--- config.mk ---
export PLATFORM = sky130hd
export DESIGN_NAME = ex_div_unit
export DESIGN_NICKNAME = d
export VERILOG_FILES = /design/src/rtl/ex_div_unit.sv
export SDC_FILE = /design/constraint.sdc
export NUM_CORES = 1
export LEC_CHECK = 0
export BUFFER_PORTS_ARGS = -buffer_cell sky130_fd_sc_hd__buf_2
export CAP_MARGIN = 20
export CORE_UTILIZATION = 52
export DETAILED_ROUTE_END_ITERATION = 10
export GPL_ROUTABILITY_DRIVEN = 1
export PLACE_DENSITY_LB_ADDON = 0.08
export SLEW_MARGIN = 20
export SYNTH_ARGS = -nofsm -noshare
export SYNTH_HDL_FRONTEND = slang
export SYNTH_SLANG_ARGS = --single-unit
--- constraint.sdc ---
create_clock -name clk -period 6.75 [get_ports clk]
set_input_delay 0.3375 -clock clk [delete_from_list [all_inputs] [get_ports clk]]
set_output_delay 0.3375 -clock clk [all_outputs]
set_load 0.02 [all_outputs]
--- src/rtl/ex_div_unit.sv ---
// EX-stage radix-2 restoring divider for DIV/DIVU.
// Writes {remainder, quotient} to HI/LO and stalls the pipeline while busy.
module ex_div_unit #(
  parameter int DATA_W = 32,
  parameter int CNT_W  = 6
) (
  input  logic                  clk,
  input  logic                  rst,
  input  logic                  signed_div_i,
  input  logic [DATA_W-1:0]     opdata1_i,
  input  logic [DATA_W-1:0]     opdata2_i,
  input  logic                  start_i,
  input  logic                  annul_i,
  output logic [2*DATA_W-1:0]   result_o,
  output logic                  ready_o,
  output logic                  stallreq_o
);

  typedef enum logic [1:0] {
    S_FREE   = 2'd0,
    S_BYZERO = 2'd1,
    S_ON     = 2'd2,
    S_END    = 2'd3
  } state_t;

  state_t              state, state_n;
  logic [CNT_W-1:0]    cnt, cnt_n;
  logic [DATA_W-1:0]   quo, quo_n;
  logic [DATA_W-1:0]   dvs, dvs_n;
  logic [DATA_W-1:0]   rem, rem_n;
  logic                neg_q, neg_q_n;
  logic                neg_r, neg_r_n;
  logic [2*DATA_W-1:0] result_n;
  logic                ready_n;

  logic [DATA_W:0]     sh;
  logic                ge;
  logic [DATA_W-1:0]   diff;
  logic [DATA_W-1:0]   quo_step;
  logic [DATA_W-1:0]   rem_step;
  logic [DATA_W-1:0]   mag1;
  logic [DATA_W-1:0]   mag2;
  logic                last;

  // quo holds the not-yet-consumed dividend bits and collects quotient bits
  assign sh       = {rem, quo[DATA_W-1]};
  assign ge       = sh >= {1'b0, dvs};
  assign diff     = sh[DATA_W-1:0] - dvs;
  assign quo_step = {quo[DATA_W-2:0], ge};
  assign rem_step = ge ? diff : sh[DATA_W-1:0];
  assign last     = cnt == CNT_W'(DATA_W - 1);

  assign mag1 = opdata1_i[DATA_W-1] ? (~opdata1_i + 1'b1) : opdata1_i;
  assign mag2 = opdata2_i[DATA_W-1] ? (~opdata2_i + 1'b1) : opdata2_i;

  assign stallreq_o = start_i & ~ready_o & ~annul_i;

  always_ff @(posedge clk or negedge rst) begin
    if (!rst) begin
      state    <= S_FREE;
      cnt      <= '0;
      quo      <= '0;
      dvs      <= '0;
      rem      <= '0;
      neg_q    <= 1'b0;
      neg_r    <= 1'b0;
      result_o <= '0;
      ready_o  <= 1'b0;
    end else begin
      state    <= state_n;
      cnt      <= cnt_n;
      quo      <= quo_n;
      dvs      <= dvs_n;
      rem      <= rem_n;
      neg_q    <= neg_q_n;
      neg_r    <= neg_r_n;
      result_o <= result_n;
      ready_o  <= ready_n;
    end
  end

  always_comb begin
    state_n  = state;
    cnt_n    = cnt;
    quo_n    = quo;
    dvs_n    = dvs;
    rem_n    = rem;
    neg_q_n  = neg_q;
    neg_r_n  = neg_r;
    result_n = result_o;
    ready_n  = ready_o;
    unique case (state)
      S_FREE: begin
        ready_n  = 1'b0;
        result_n = '0;
        if (start_i && !annul_i) begin
          if (opdata2_i == '0) begin
            state_n = S_BYZERO;
          end else begin
            state_n = S_ON;
            cnt_n   = '0;
            rem_n   = '0;
            if (signed_div_i) begin
              quo_n   = mag1;
              dvs_n   = mag2;
              neg_q_n = opdata1_i[DATA_W-1] ^ opdata2_i[DATA_W-1];
              neg_r_n = opdata1_i[DATA_W-1];
            end else begin
              quo_n   = opdata1_i;
              dvs_n   = opdata2_i;
              neg_q_n = 1'b0;
              neg_r_n = 1'b0;
            end
          end
        end
      end
      S_BYZERO: begin
        if (annul_i) begin
          state_n = S_FREE;
          cnt_n   = '0;
        end else begin
          state_n = S_END;
          quo_n   = '0;
          rem_n   = '0;
        end
      end
      S_ON: begin
        if (annul_i) begin
          state_n = S_FREE;
          cnt_n   = '0;
        end else if (last) begin
          state_n = S_END;
          cnt_n   = '0;
          quo_n   = neg_q ? (~quo_step + 1'b1) : quo_step;
          rem_n   = neg_r ? (~rem_step + 1'b1) : rem_step;
        end else begin
          cnt_n = cnt + CNT_W'(1);
          quo_n = quo_step;
          rem_n = rem_step;
        end
      end
      S_END: begin
        // held start keeps the result visible until EX moves on
        if (start_i) begin
          ready_n  = 1'b1;
          result_n = {rem, quo};
        end else begin
          state_n  = S_FREE;
          ready_n  = 1'b0;
          result_n = '0;
        end
      end
      default: state_n = S_FREE;
    endcase
  end

endmodule

== Word-level counts from Yosys, hierarchy flattened ==
Index checks and enable logic that the tools add are counted.

* Input port bits: 69
* Logic and storage cells: 84
* Flip-flop bits (word level): 171
* Output and inout bits: 66

* Reductions and logical operators: 10
* Bitwise operators: 10
* Equal/unequal tests: 11
* Add/sub/neg operators: 6
* Multiplexer cells: 37
* Magnitude comparators: 1

{| class="wikitable"
|+ Operators with widths
! kind !! number
|-
| 32-bit 2-to-1 mux || 16
|-
| 32-bit one-hot mux with 3 select lines || 2
|-
| 32-bit by 1-bit adder with 32-bit output (second input constant) || 4
|-
| 32-bit NOT || 4
|-
| 64-bit one-hot mux with 2 select lines || 1
|-
| 64-bit 2-to-1 mux || 1
|-
| 33-bit by 32-bit >= comparator with 1-bit output || 1
|-
| 32-bit zero test || 1
|-
| 32-bit subtractor || 1
|-
| 6-bit 2-to-1 mux || 5
|-
| 6-bit one-hot mux with 3 select lines || 1
|-
| 2-bit 2-to-1 mux || 6
|-
| 2-bit != test (second input constant) || 6
|-
| 2-bit one-hot mux with 4 select lines || 1
|-
| 6-bit by 1-bit adder with 6-bit output (second input constant) || 1
|-
| 6-bit by 5-bit equality test with 1-bit output (second input constant) || 1
|-
| 3-bit AND reduction || 2
|-
| 5-bit AND reduction || 1
|-
| 2-bit equality test (second input constant) || 2
|-
| 4-bit AND reduction || 1
|-
| 1-bit 2-to-1 mux || 3
|-
| 3-bit != test (second input constant) || 1
|-
| 1-bit NOT || 3
|-
| 3-bit nonzero test || 1
|-
| other kinds (8) || 9
|}

== Logic depth before layout (Yosys ltp) ==
* Depth in word-level cells: 8
* Depth in mapped cells: 23
* Gate-level depth less buffers: 19

== Worst setup path after synthesis ==
Ideal clock, no wire load.

* Path kind: register to register
* From: reg rem[5]
* To: reg rem[28]
* Clock period less this slack: 4,936 ps
* Path slack: 1,814 ps
* Buffers on the path: 4
* Required time: 6,622 ps
* Cell stages (with the launch flop): 22
* Arrival: 4,808 ps
* Library setup time: 128 ps
* Cell sequence: dfrtp_1 ha_1 buf_6 a211o_1 a21oi_1 and4_1 o21a_1 nand4bb_1 buf_2 nand2_4 inv_4 clkbuf_1 buf_1 mux2i_1 ha_1 nand2_1 or3_1 o41ai_4 nand3_4 o41ai_2 xnor2_1 o21ai_2

* Cells in the longest elaborated chain, start to end: 8
* Elaborated cells between the ends (all ways): 9
* Classes of those cells: 2 x add/sub; 1 x order compare; 5 x mux; 1 x bitwise

{| class="wikitable"
|+ Ends and longest elaborated chain
! element !! RTL line !! source
|-
| start: declaration || 30 || <nowiki>logic [DATA_W-1:0] rem, rem_n;</nowiki>
|-
| start signal: assignment || 74 || <nowiki>rem <= rem_n;</nowiki>
|-
| 32-bit subtractor or 33-bit by 32-bit >= comparator with 1-bit output (tied branches) || 48, 47 ||
|-
| 32-bit 2-to-1 mux * || 50 || <nowiki>assign rem_step = ge ? diff : sh[DATA_W-1:0];</nowiki>
|-
| 32-bit NOT || 135 || <nowiki>rem_n = neg_r ? (~rem_step + 1'b1) : rem_step;</nowiki>
|-
| 32-bit by 1-bit adder with 32-bit output || 135 ||
|-
| 32-bit 2-to-1 mux || 135 ||
|-
| 32-bit 2-to-1 mux * || 131 || <nowiki>end else if (last) begin</nowiki>
|-
| 32-bit 2-to-1 mux * || 128 || <nowiki>if (annul_i) begin</nowiki>
|-
| 32-bit one-hot mux with 3 select lines * || 92 || <nowiki>unique case (state)</nowiki>
|}

Every way passes the cells marked *; elsewhere a longest branch is shown, timed or not. The select of a mux whose other input is x is not followed.
A chain may end at the register's enable or synchronous reset.

== Final worst setup path ==
Ends and elaborated chain as after synthesis.

==> results.sh <==
export IMPL_drv_slew=0
export IMPL_synth_warnings=0
export IMPL_vias_per_cell=5.896
export IMPL_tightest_slew_ps=978.2
export IMPL_synthTopCellsByArea="dfrtp_1, xor2_1, xnor2_1"
export IMPL_rsz0062_at_grt="false"
export IMPL_yosys_most_used_dff="dfrtp_1"
export IMPL_n_antenna_cell=0
export IMPL_fillers=2015
export IMPL_cap_violations=0
export IMPL_p_sw_uw=2063
export IMPL_synth_area_um2=11860
export IMPL_drt_pre_antenna_iters=5
export IMPL_worst_slack_ps=1402
export IMPL_crit_type="reg2reg"
export IMPL_slew_headroom_pct=34.72
export IMPL_dieArea_um2=23410
export IMPL_clkSinkCount=171
export IMPL_clock_fmax_mhz=187.0
export IMPL_tns_ps=0
export IMPL_p_per_area_nw_per_um2=339.5
export IMPL_cp_data_required_time_ps=7070
export IMPL_postCtsSetupBuffers=0
export IMPL_period_share_pct=79.23
export IMPL_drtIter0Drc=544
export IMPL_vias=10490
export IMPL_hpwl_um=23800
export IMPL_grt_max_degree=109
export IMPL_std_cell_rows=54
export IMPL_sw_frac_of_total_pct=45.87
export IMPL_grt_pass1_vias=9999
export IMPL_top_usage_layer="met2"
export IMPL_clkTransAtPathRegs_ps=70
export IMPL_synth_nets=1514
export IMPL_vdd_drop_max_v=0.0002975
export IMPL_p_comb_share_pct=46.4
export IMPL_period_needed_ps=5348
export IMPL_clock_latency_ps=440
export IMPL_ios=135
export IMPL_p_seq_share_pct=31.8
export IMPL_syn2layout_area_growth_pct=11.73
export IMPL_pre_cts_ws_ps=1475
export IMPL_p_int_uw=2435
export IMPL_grt_util_all_layers_pct=27.92
export IMPL_dp_cells=1748
export IMPL_clockBufferDepth=2
export IMPL_use_met3_pct=3.799
export IMPL_slowest_delay_ps=570
export IMPL_cts_htree_levels=4
export IMPL_routed_wl_um=31710
export IMPL_synth_distinct_cells=76
export IMPL_path_cells="ha_1, a211o_1, a21oi_1, a2111o_1, o21a_1, nand4bb_1, nand2_4, inv_4, mux2i_1, ha_1, nand2_1, or3_1, o41ai_4, nand3_4, o41ai_2, xnor2_1, o21ai_2"
export IMPL_yosysMostFrequentCell="dfrtp_1"
export IMPL_ctsHoldBuffers=0
export IMPL_cp_arrival_ps=5670
export IMPL_synth_top_area_share_pct=36.09
export IMPL_start_util_pct=53.67
export IMPL_grt_ovfl_total=0
export IMPL_grtUsageMet1_pct=38.49
export IMPL_final_cells=1780
export IMPL_finalHoldViolCount=0
export IMPL_fp_coreArea_um2=22090
export IMPL_grt_first_pass_wirelength_um=52280
export IMPL_cts_resized=0
export IMPL_synthTopCellsByCount="dfrtp_1, nand2_1, a21oi_1, o21ai_0, nor2_1"
export IMPL_nNetsFinal=1598
export IMPL_path_common_cell="ha_1"
export IMPL_antenna_found_initial=0
export IMPL_remaining_drc_errors=0
export IMPL_setup_violations=0
export IMPL_crit_fanout=20
export IMPL_syn_instance_count=1403
export IMPL_power_leakage_uw=0.006266
export IMPL_synthArstFlopShare_pct=100.0
export IMPL_place_gp_congestion=0.9334
export IMPL_status="completed"
export IMPL_drive_above_1_share_pct=13.80
export IMPL_ys_seq_area_share_pct=36.09
export IMPL_final_core_util_pct=59.97
export IMPL_synth_seq_cells=171
export IMPL_start_kind="flip-flop"
export IMPL_die_x_um=153.0
export IMPL_use_met2_pct=45.30
export IMPL_cts_buffers=17
export IMPL_skew_ps=16.08
export IMPL_syn_area_per_cell_um2=8.452
export IMPL_wl_per_cell_um=17.81
export IMPL_cts_tree="built"
export IMPL_chipHeight_um=153.0
export IMPL_endpoint_kind="flip-flop"
export IMPL_power_frac_clock_pct=21.8
export IMPL_hp_class="in2async"
export IMPL_io_buffers=134
export IMPL_worst_path_max_delay_cell="nand4bb_1"
export IMPL_ant_nets=0
export IMPL_yosysTopAreaCell="dfrtp_1"
export IMPL_synth_edff_count=0
export IMPL_cts_root_buf="clkbuf_16"
[layout by cell type, fill, tap and decap left out, types with 7 or more instances in the layout]
master / n
o21a_1: 9
xnor2_1: 71
or3_1: 8
clkbuf_16: 17
nand2_1: 161
o211ai_1: 9
or2_2: 8
nand2b_1: 13
nor2b_1: 7
inv_1: 62
or4_1: 7
a21oi_1: 121
o21ai_1: 20
nor3_1: 29
nand3_1: 15
a31oi_1: 11
dfrtp_1: 171
nand4_1: 18
a22o_1: 67
nor2_1: 104
ha_1: 40
buf_4: 10
and3_1: 8
nor4_1: 17
o31ai_1: 13
mux2i_1: 18
xor2_1: 80
and2_1: 9
a21o_1: 8
a22oi_1: 25
o21ai_0: 111
buf_2: 133
[kinds of logic (layout without fill, tap and decap cells)]
| logic type | count (synthesis) | in the layout | synth area share [%] |
|---|---|---|---|
| compound gates | 451 | 451 | 25.01 |
| simple gates | 427 | 427 | 17.00 |
| flops | 171 | 171 | 36.09 |
| xor+xnor | 151 | 151 | 11.15 |
| buf+inv | 143 | 240 | 4.738 |
| fa+ha+maj | 42 | 42 | 4.495 |
| mux | 18 | 18 | 1.519 |
[power groups by stage]
stage | registers [uW] | clock network, uW | logic [uW]
floorplan | 1450 | 0 | 1520
global placement | 1440 | 0 | 2060
detailed placement | 1450 | 0 | 2080
CTS | 1430 | 1000 | 2090
global route | 1460 | 1040 | 2340
finish | 1430 | 979 | 2090
[sequential cells by signal, indices dropped and copies added (netlist names)]
name / count
dvs: 32
neg_q: 1
rem: 32
state: 2
neg_r: 1
result_o: 64
cnt: 6
quo: 32
ready_o: 1
[area by class of cell]
type | count | area, um2 | share of cell area [%]
Multi-Input combinational cell | 1089 | 7024 | 53.02
Timing Repair Buffer | 145 | 772.0 | 5.827
Sequential cell | 171 | 4279 | 32.30
Clock buffer | 18 | 439.2 | 3.315
Clock inverter | 14 | 145.1 | 1.095
Tap cell | 280 | 350.3 | 2.644
Inverter | 63 | 239.0 | 1.804
[per-stage QoR]
| step | power, uW | instance area [um2] | hold WS (ps) |
|---|---|---|---|
| 6_report | 4499 | 13250 | 19.60 |
| 3_5_place_dp | 3532 | 12660 | 471.2 |
| 5_1_grt | 4838 | 13250 | 107.3 |
| 4_1_cts | 4522 | 13250 | 60.77 |
| 2_1_floorplan | 2962 | 11860 | 41.91 |
| 3_3_place_gp | 3498 | 12660 | 461.3 |
[worst max-delay path, delay by kind of cell (launching register included)]
kind	cells	cell delay (ps)
compound gates	7	1840
xor+xnor	1	170
fa+ha+maj	2	730
buf+inv	1	150
flops	1	450
mux	1	240
simple gates	5	1610
[path summary, 6_finish.rpt]
check | from | to | slack (ps) | cells past startpoint
worst min-delay path | rst | quo[28]$_DFFE_PN0P_ | 20 | 1
min in group clk | annul_i | cnt[1]$_DFFE_PN0P_ | 190 | 2
worst max-delay path | rem[5]$_DFFE_PN0P_ | rem[28]$_DFFE_PN0P_ | 1400 | 17
worst min register to register | dvs[19]$_DFFE_PN0P_ | dvs[19]$_DFFE_PN0P_ | 480 | 2
worst max register to register | rem[5]$_DFFE_PN0P_ | rem[28]$_DFFE_PN0P_ | 1400 | 17
max in group asynchronous | rst | result_o[55]$_DFFE_PN0P_ | 5300 | 2
[routing by layer]
metal	routed length, um	share of wire (%)	vias to the layer above
li1	-	-	5184
met1	14950	47	4954
met2	14720	46	313
met3	1425	4.5	43
met4	618	1.9	0
met5	0	0	-
No activity file was read; power rests on OpenSTA's default activity.
